[src/rtl/hamming_decode_arbiter.sv]
// Round-robin arbiter in front of one shared Hamming(7,4) decoder.
// The granted channel's codeword is decoded in the accept cycle and the
// result (data, channel, syndrome, corrected flag) is held in a one-entry
// output register with a valid/ready handshake.
//
// Codeword layout (bit index = Hamming position - 1):
//   bit0 = p1, bit1 = p2, bit2 = d0, bit3 = p4, bit4 = d1, bit5 = d2, bit6 = d3
// The syndrome is the 1-based position of a single flipped bit (0 = clean).

module hamming_decoder (
  input  logic [6:0] code,
  output logic [3:0] data,
  output logic [2:0] syn
);

  logic [6:0] fixed;

  // Each syndrome bit checks the positions whose index has that bit set.
  assign syn[0] = code[0] ^ code[2] ^ code[4] ^ code[6];
  assign syn[1] = code[1] ^ code[2] ^ code[5] ^ code[6];
  assign syn[2] = code[3] ^ code[4] ^ code[5] ^ code[6];

  // Flip the bit at the position the syndrome points to.
  generate
    for (genvar gi = 0; gi < 7; gi++) begin : g_fix
      assign fixed[gi] = code[gi] ^ (syn == 3'(gi + 1));
    end
  endgenerate

  assign data = {fixed[6], fixed[5], fixed[4], fixed[2]};

endmodule

module hamming_decode_arbiter #(
  parameter int NREQ  = 4,
  parameter int CNT_W = 16,
  parameter int CH_W  = $clog2(NREQ)
) (
  input  logic                clk,
  input  logic                rst_n,
  input  logic [NREQ-1:0]     req_valid,
  input  logic [7*NREQ-1:0]   req_data,
  output logic [NREQ-1:0]     req_ready,
  output logic                out_valid,
  input  logic                out_ready,
  output logic [3:0]          out_data,
  output logic [CH_W-1:0]     out_chan,
  output logic [2:0]          out_syn,
  output logic                out_corrected,
  input  logic                clr_count,
  output logic [CNT_W-1:0]    err_count
);

  typedef enum logic {EMPTY, FULL} state_t;

  state_t            state, state_next;
  logic [CH_W-1:0]   rr_ptr;
  logic [CH_W-1:0]   gnt_idx;
  logic              gnt_found;
  logic              free;
  logic              accept;
  logic [6:0]        dec_code;
  logic [3:0]        dec_data;
  logic [2:0]        dec_syn;

  localparam logic [CNT_W-1:0] CNT_MAX  = '1;
  localparam logic [CH_W-1:0]  LAST_CH  = CH_W'(NREQ - 1);

  assign free      = (state == EMPTY) | out_ready;
  assign accept    = free & gnt_found;
  assign out_valid = (state == FULL);

  // First valid channel at or after rr_ptr, wrapping modulo NREQ.
  always_comb begin
    int cand;
    cand      = 0;
    gnt_found = 1'b0;
    gnt_idx   = '0;
    for (int k = 0; k < NREQ; k++) begin
      cand = int'(rr_ptr) + k;
      if (cand >= NREQ) cand = cand - NREQ;
      if (!gnt_found && req_valid[cand]) begin
        gnt_found = 1'b1;
        gnt_idx   = CH_W'(cand);
      end
    end
  end

  // One-hot ready for the granted channel, only when the slot can take a word.
  always_comb begin
    req_ready = '0;
    if (accept) req_ready[gnt_idx] = 1'b1;
  end

  assign dec_code = req_data[7*gnt_idx +: 7];

  hamming_decoder u_dec (
    .code (dec_code),
    .data (dec_data),
    .syn  (dec_syn)
  );

  // Next-state: a new accept always refills the slot; a drained slot empties.
  always_comb begin
    state_next = state;
    if (accept)    state_next = FULL;
    else if (free) state_next = EMPTY;
  end

  // State register.
  always_ff @(posedge clk or negedge rst_n) begin
    if (!rst_n) state <= EMPTY;
    else        state <= state_next;
  end

  // Capture the decoded result and advance the round-robin pointer on accept.
  always_ff @(posedge clk or negedge rst_n) begin
    if (!rst_n) begin
      out_data      <= '0;
      out_chan      <= '0;
      out_syn       <= '0;
      out_corrected <= 1'b0;
      rr_ptr        <= '0;
    end else if (accept) begin
      out_data      <= dec_data;
      out_chan      <= gnt_idx;
      out_syn       <= dec_syn;
      out_corrected <= (dec_syn != 3'd0);
      rr_ptr        <= (gnt_idx == LAST_CH) ? '0 : gnt_idx + 1'b1;
    end
  end

  // Saturating count of accepted words that needed correction; clear wins.
  always_ff @(posedge clk or negedge rst_n) begin
    if (!rst_n) begin
      err_count <= '0;
    end else if (clr_count) begin
      err_count <= '0;
    end else if (accept && (dec_syn != 3'd0) && (err_count != CNT_MAX)) begin
      err_count <= err_count + 1'b1;
    end
  end

endmodule
[config.mk]
export PLATFORM = sky130hd
export DESIGN_NAME = hamming_decode_arbiter
export DESIGN_NICKNAME = d
export VERILOG_FILES = /design/src/rtl/hamming_decode_arbiter.sv
export SDC_FILE = /design/constraint.sdc
export NUM_CORES = 1
export LEC_CHECK = 0
export ABC_AREA = 1
export CORE_MARGIN = 2
export CORE_UTILIZATION = 54
export DETAILED_ROUTE_END_ITERATION = 12
export PLACE_DENSITY_LB_ADDON = 0.12
export RECOVER_POWER = 50
export SETUP_SLACK_MARGIN = 0.5
export SYNTH_ARGS = -nofsm -noshare
export SYNTH_HDL_FRONTEND = slang
export SYNTH_SLANG_ARGS = --single-unit
[constraint.sdc]
create_clock -name clk -period 5.25 [get_ports clk]
set_clock_uncertainty 0.1 [all_clocks]
set_input_delay 1.3125 -clock clk [delete_from_list [all_inputs] [get_ports clk]]
set_output_delay 1.3125 -clock clk [all_outputs]
set_load 0.02 [all_outputs]
# After elaboration in Yosys (flattened, before gate mapping)

Cells that the tools add are included.

Output and inout bits: 31
Flip-flop bits (word level): 29
Input bits: 36

Equal/unequal tests: 6
Order comparisons: 10
Shifts and indexed selects: 1
Multipliers: 1
Reduce and logical (&&, ||, !) cells: 12
Bitwise operators: 16
Multiplexer cells: 32
Add/subtract/negate cells: 9

Operators with widths:

| kind                                                         | number |
|---|---|
| less-than comparator 32 x 4 -> 1 bit (second input constant) | 4 |
| 2-to-1 mux 32 bit                                            | 4 |
| 2-to-1 mux 16 bit                                            | 2 |
| variable part select 28 x 6 -> 7 bit                         | 1 |
| adder 16 x 1 -> 16 bit (second input constant)               | 1 |
| != test 16 bit (second input constant)                       | 1 |
| 2-to-1 mux 1 bit                                             | 15 |
| bitwise XOR 1 bit                                            | 13 |
| subtractor 3 x 3 -> 4 bit (second input constant)            | 3 |
| 2-to-1 mux 2 bit                                             | 5 |
| == test 3 bit (second input constant)                        | 3 |
| >= comparator 3 bit (second input constant)                  | 3 |
| binary-select mux 1 bit (select 2 bit)                       | 4 |
| adder 2 x 2 -> 3 bit (second input constant)                 | 2 |
| logical AND 1 bit                                            | 6 |
| multiplier 3 x 2 -> 5 bit (first input constant)             | 1 |
| 2-to-1 mux 4 bit                                             | 1 |
| nonzero test 2 bit                                           | 2 |
| subtractor 2 x 3 -> 4 bit (second input constant)            | 1 |
| adder 2 x 1 -> 3 bit (second input constant)                 | 1 |
| == test 3 x 2 -> 1 bit (second input constant)               | 1 |
| >= comparator 2 x 3 -> 1 bit (second input constant)         | 1 |
| logical NOT 1 bit                                            | 3 |
| less-than comparator 2 x 3 -> 1 bit (second input constant)  | 1 |
| other kinds (8)                                              | 8 |

# Logic depth before layout (Yosys ltp)

Depth in word-level cells: 25
Mapped depth: 28
Gate-level depth less buffers: 24

# Cells and area by module

Synthesis repeated with hierarchy kept, for this count alone.

Cell total of the unflattened synthesis: 401
Area total of the unflattened synthesis: 2442.3 sq um

By module, submodules not included:

| module                 | area each (sq um) | times used | cells an instance |
|---|---|---|---|
| hamming_decode_arbiter | 2138.3            | 1          | 334 |
| hamming_decoder        | 304.0             | 1          | 67 |

# Least setup slack after synthesis

Ideal clock, no wire load.

Path kind: input to output
From: input req_valid[3]
To: output req_ready[0]
Stages: 10
Buffers on the path: 2
Data arrival time: 2.675 ns
Slack: 1.162 ns
Cell sequence: inv_1 -> nand2_1 -> nand3_1 -> nand2_2 -> nor2_4 -> nand3_2 -> buf_2 -> nand2_1 -> clkbuf_1 -> nor2_1

Longest elaborated chain between the ends: 18

Ends and longest elaborated chain:

| what                                                                                                             | RTL line | text |
|---|---|---|
| from (decl)                                                                                                      | 41       | `input logic [NREQ-1:0] req_valid,` |
| binary-select mux 1 bit (select 2 bit)                                                                           | 82       | `if (!gnt_found && req_valid[cand]) begin` |
| 2-to-1 mux 1 bit (not written as such) (2 in a row)                                                              | 82       |  |
| 2-to-1 mux 1 bit                                                                                                 | 82       |  |
| logical NOT 1 bit                                                                                                | 82       |  |
| logical AND 1 bit                                                                                                | 82       |  |
| 2-to-1 mux 1 bit                                                                                                 | 82       |  |
| logical NOT 1 bit                                                                                                | 82       |  |
| logical AND 1 bit                                                                                                | 82       |  |
| 2-to-1 mux 1 bit                                                                                                 | 82       |  |
| logical NOT 1 bit                                                                                                | 82       |  |
| logical AND 1 bit                                                                                                | 82       |  |
| 2-to-1 mux 2 bit                                                                                                 | 82       |  |
| less-than comparator 2 x 3 -> 1 bit (not written as such) / >= comparator 2 x 1 -> 1 bit (equally long branches) | 92       | `if (accept) req_ready[gnt_idx] = 1'b1;` |
| logical AND 1 bit (not written as such)                                                                          | 92       |  |
| 2-to-1 mux 1 bit (not written as such)                                                                           | 92       |  |
| demux 1 bit (select 2 bit)                                                                                       | 92       |  |
| 2-to-1 mux 4 bit *                                                                                               | 92       |  |
| to (decl)                                                                                                        | 43       | `output logic [NREQ-1:0] req_ready,` |

Mark *: on every way between the ends. The rest lies on a longest branch, timed or not. The select of a mux whose other input is x is not followed.

# Worst setup path in the final report

From: input req_valid[3]
To: output req_ready[1]

Same word-level chain as after synthesis.

==> out/metrics.cfg <==
[outcome]
status=complete, but fails checks
violations=max-capacitance violations, max-slew violations

[timing]
whs_ns=0.3719
fin_crit_ns=4.609
setup_violations=0
drv_slew=30
relSlewSlack_pct=-7.741
rsz0062_at_grt=false
fin_crit_sh_pct=87.78
hold_violations=0
setup_tns_ns=0
timing.fmax_mhz=217.0
worstMarginPinSlew_ns=1.616

[floorplanning]
die_w_um=75.06
die-area_mm2=0.005633
rows=25
fp.coreArea_mm2=0.004786
start_util_pct=56.97
die_h_um=75.06
ioPinCount=67

[min_path]
hp-start=out_syn[2]
min_delay_path_depth=2
hp-class=reg2reg
min_to=out_syn[2]

[route]
avgRoutedWirePerCell_um=12.26
dr.first_iter.drc_count=223
vias=2928
wl_um=6901
viasPerCell=5.201
drtPass1Iterations=4
drcViolationCount=0
ant_nets=0

[clock_tree]
cts_tree=done
clockBufferDepth=2
clk_pin_slew_ns=0.06
cts_buffers=5
clkSinkCount=29
root_buffer=clkbuf_8
htreeDepth=2
clock_latency_ns=0.28

[finish]
drive_above_1_share_pct=12.70
antenna_cells=0
fin_nets=537
final_util_pct=73.73
area_growth_pct=29.42

[global_routing]
grt_use_total_pct=26.44
grt_pass1_vias=2707
gr-total-overflow=0
grt.met2_usage_pct=47.08
top_usage_layer=met2
grt_pass1_wl_um=11650
use_met1_pct=32.39
grt.met3_usage_pct=4.150
grt_max_degree=33
antenna_found_initial=0

[synth]
synth.distinct_cells=27
syn_area_per_cell_um2=6.385
ys_seq_area_share_pct=26.62
syn_inst=427
synth-edff-count=0
ys_seq_elements=29
synth-warning-count=0
synth_nets=468
synthArstFlopShare_pct=100.0
syn_area_mm2=0.002726
synth_ff_type=dfrtp_1

[worst_setup_path]
crit_fanout=10
crit_slowest_cell=clkdlybuf4s50_1
crit_type=in2out
required_ns=3.84
max_stage_delay_ns=0.42
reg2reg_depth=23
arrival_ns=3.20
rr_startpoint=rr_ptr[0]
path_cells=clkdlybuf4s50_1, inv_1, nand2_1, nand3_1, nand2_2, nor2_4, nand3_1, nand3_2, nand2_8, buf_4, ha_1, inv_1, nor2_1, clkbuf_2
end_kind=output port
reg2reg_to=err_count[7]
start_kind=input pin
r2r_slack_ns=1.87

[placed_design]
dp_hpwl_um=5163
numPortBuffers=66
gp_congestion=0.9684

[job]
maxCapViolations=1

-- synth_stat cells, types with 2 or more instances --
cell type,count,area [µm²]
nor3_1,4,20.02
inv_2,4,15.01
inv_1,42,157.7
nor2_1,20,75.07
buf_8,2,30.03
clkbuf_1,3,11.26
nand3_2,16,160.2
nand4_1,32,200.2
xnor2_1,2,17.52
nand2_4,3,33.78
buf_4,2,15.01
xor2_1,12,105.1
buf_6,3,33.78
nand2_2,15,93.84
buf_2,4,20.02
ha_1,5,62.56
nand2_1,166,623.1
nand3_1,49,245.2
dfrtp_1,29,725.7
o21ai_0,7,35.03
-- timing repair --
| item | in CTS | in global routing |
|---|---|---|
| pin swaps | 1 | 1 |
| gates resized for setup | 6 | 13 |
| setup buffers | 0 | 5 |
| hold buffers | 0 | 0 |
| setup endpoints to repair | 4 | 4 |
-- cells in the final DEF (no fill, tap or decap), types with 2 or more instances in the layout --
cell             count
nand2_1            166
nand3_1             48
clkdlybuf4s50_1     46
inv_1               42
nand4_1             32
dfrtp_1             29
nor2_1              20
nand3_2             17
dlygate4sd3_1       16
nand2_2             15
xor2_1              12
buf_4               10
o21ai_0              7
clkbuf_8             6
ha_1                 5
nor3_1               4
inv_2                3
clkbuf_2             3
nand2_4              2
xnor2_1              2
clkbuf_1             2
-- critical path, delay by kind of cell --
| family | cells | cell delay (ns) |
|---|---|---|
| fa+ha+maj | 1 | 0.19 |
| buf+inv | 5 | 0.88 |
| simple gates | 8 | 0.81 |
-- layout make-up --
type                            count  area [µm²]
Clock buffer                        7       86.33
Fill cell                         399        1257
Inverter                           49       203.9
Multi-Input combinational cell    334        1709
Sequential cell                    29       725.7
Tap cell                           67       83.83
Timing Repair Buffer               77       719.4
-- flip-flops by register name (all words and copies together) (netlist names) --
name	count
out_chan	2
err_count	16
out_corrected	1
out_syn	3
rr_ptr	2
out_valid	1
out_data	4
-- logic make-up after synthesis --
group / synth area share, %
adder cells (fa/ha/maj): 2.295
flip-flops: 26.62
buffers and inverters: 11.20
AO/OA/AOI/OAI: 1.285
XOR/XNOR: 4.498
AND/OR/NAND/NOR: 54.11
-- layer usage --
| layer | part of all wire, % | wire (µm) |
|---|---|---|
| met1 | 44 | 3041 |
| met2 | 50 | 3443 |
| met3 | 4.9 | 336 |
| met4 | 1.2 | 80 |
| met5 | 0 | 0 |
-- how the worst max path moves through the flow --
| stage | start | endpoint | slack [ns] | depth (start not counted) |
|---|---|---|---|---|
| after floorplan | req_valid[3] | req_ready[0] | 1.16 | 10 |
| after global placement | req_valid[1] | req_ready[3] | 0.20 | 14 |
| after detailed placement | req_valid[3] | req_ready[3] | 0.13 | 14 |
| after CTS | req_valid[3] | req_ready[2] | 0.38 | 14 |
| final | req_valid[3] | req_ready[1] | 0.64 | 14 |
| after global routing | req_valid[2] | req_ready[3] | 0.50 | 15 |
-- per-stage QoR --
stage	cells	cell area (µm²)	worst slack, ns
2_1_floorplan	427	2726	1.162
4_1_cts	558	3486	0.3818
3_5_place_dp	551	3402	0.1266
3_3_place_gp	551	3402	0.2026
5_1_grt	563	3528	0.5050
6_report	563	3528	0.6413
Power is not shown: default switching activity piles up to over one toggle a cycle in this logic, so the estimate is an artifact.
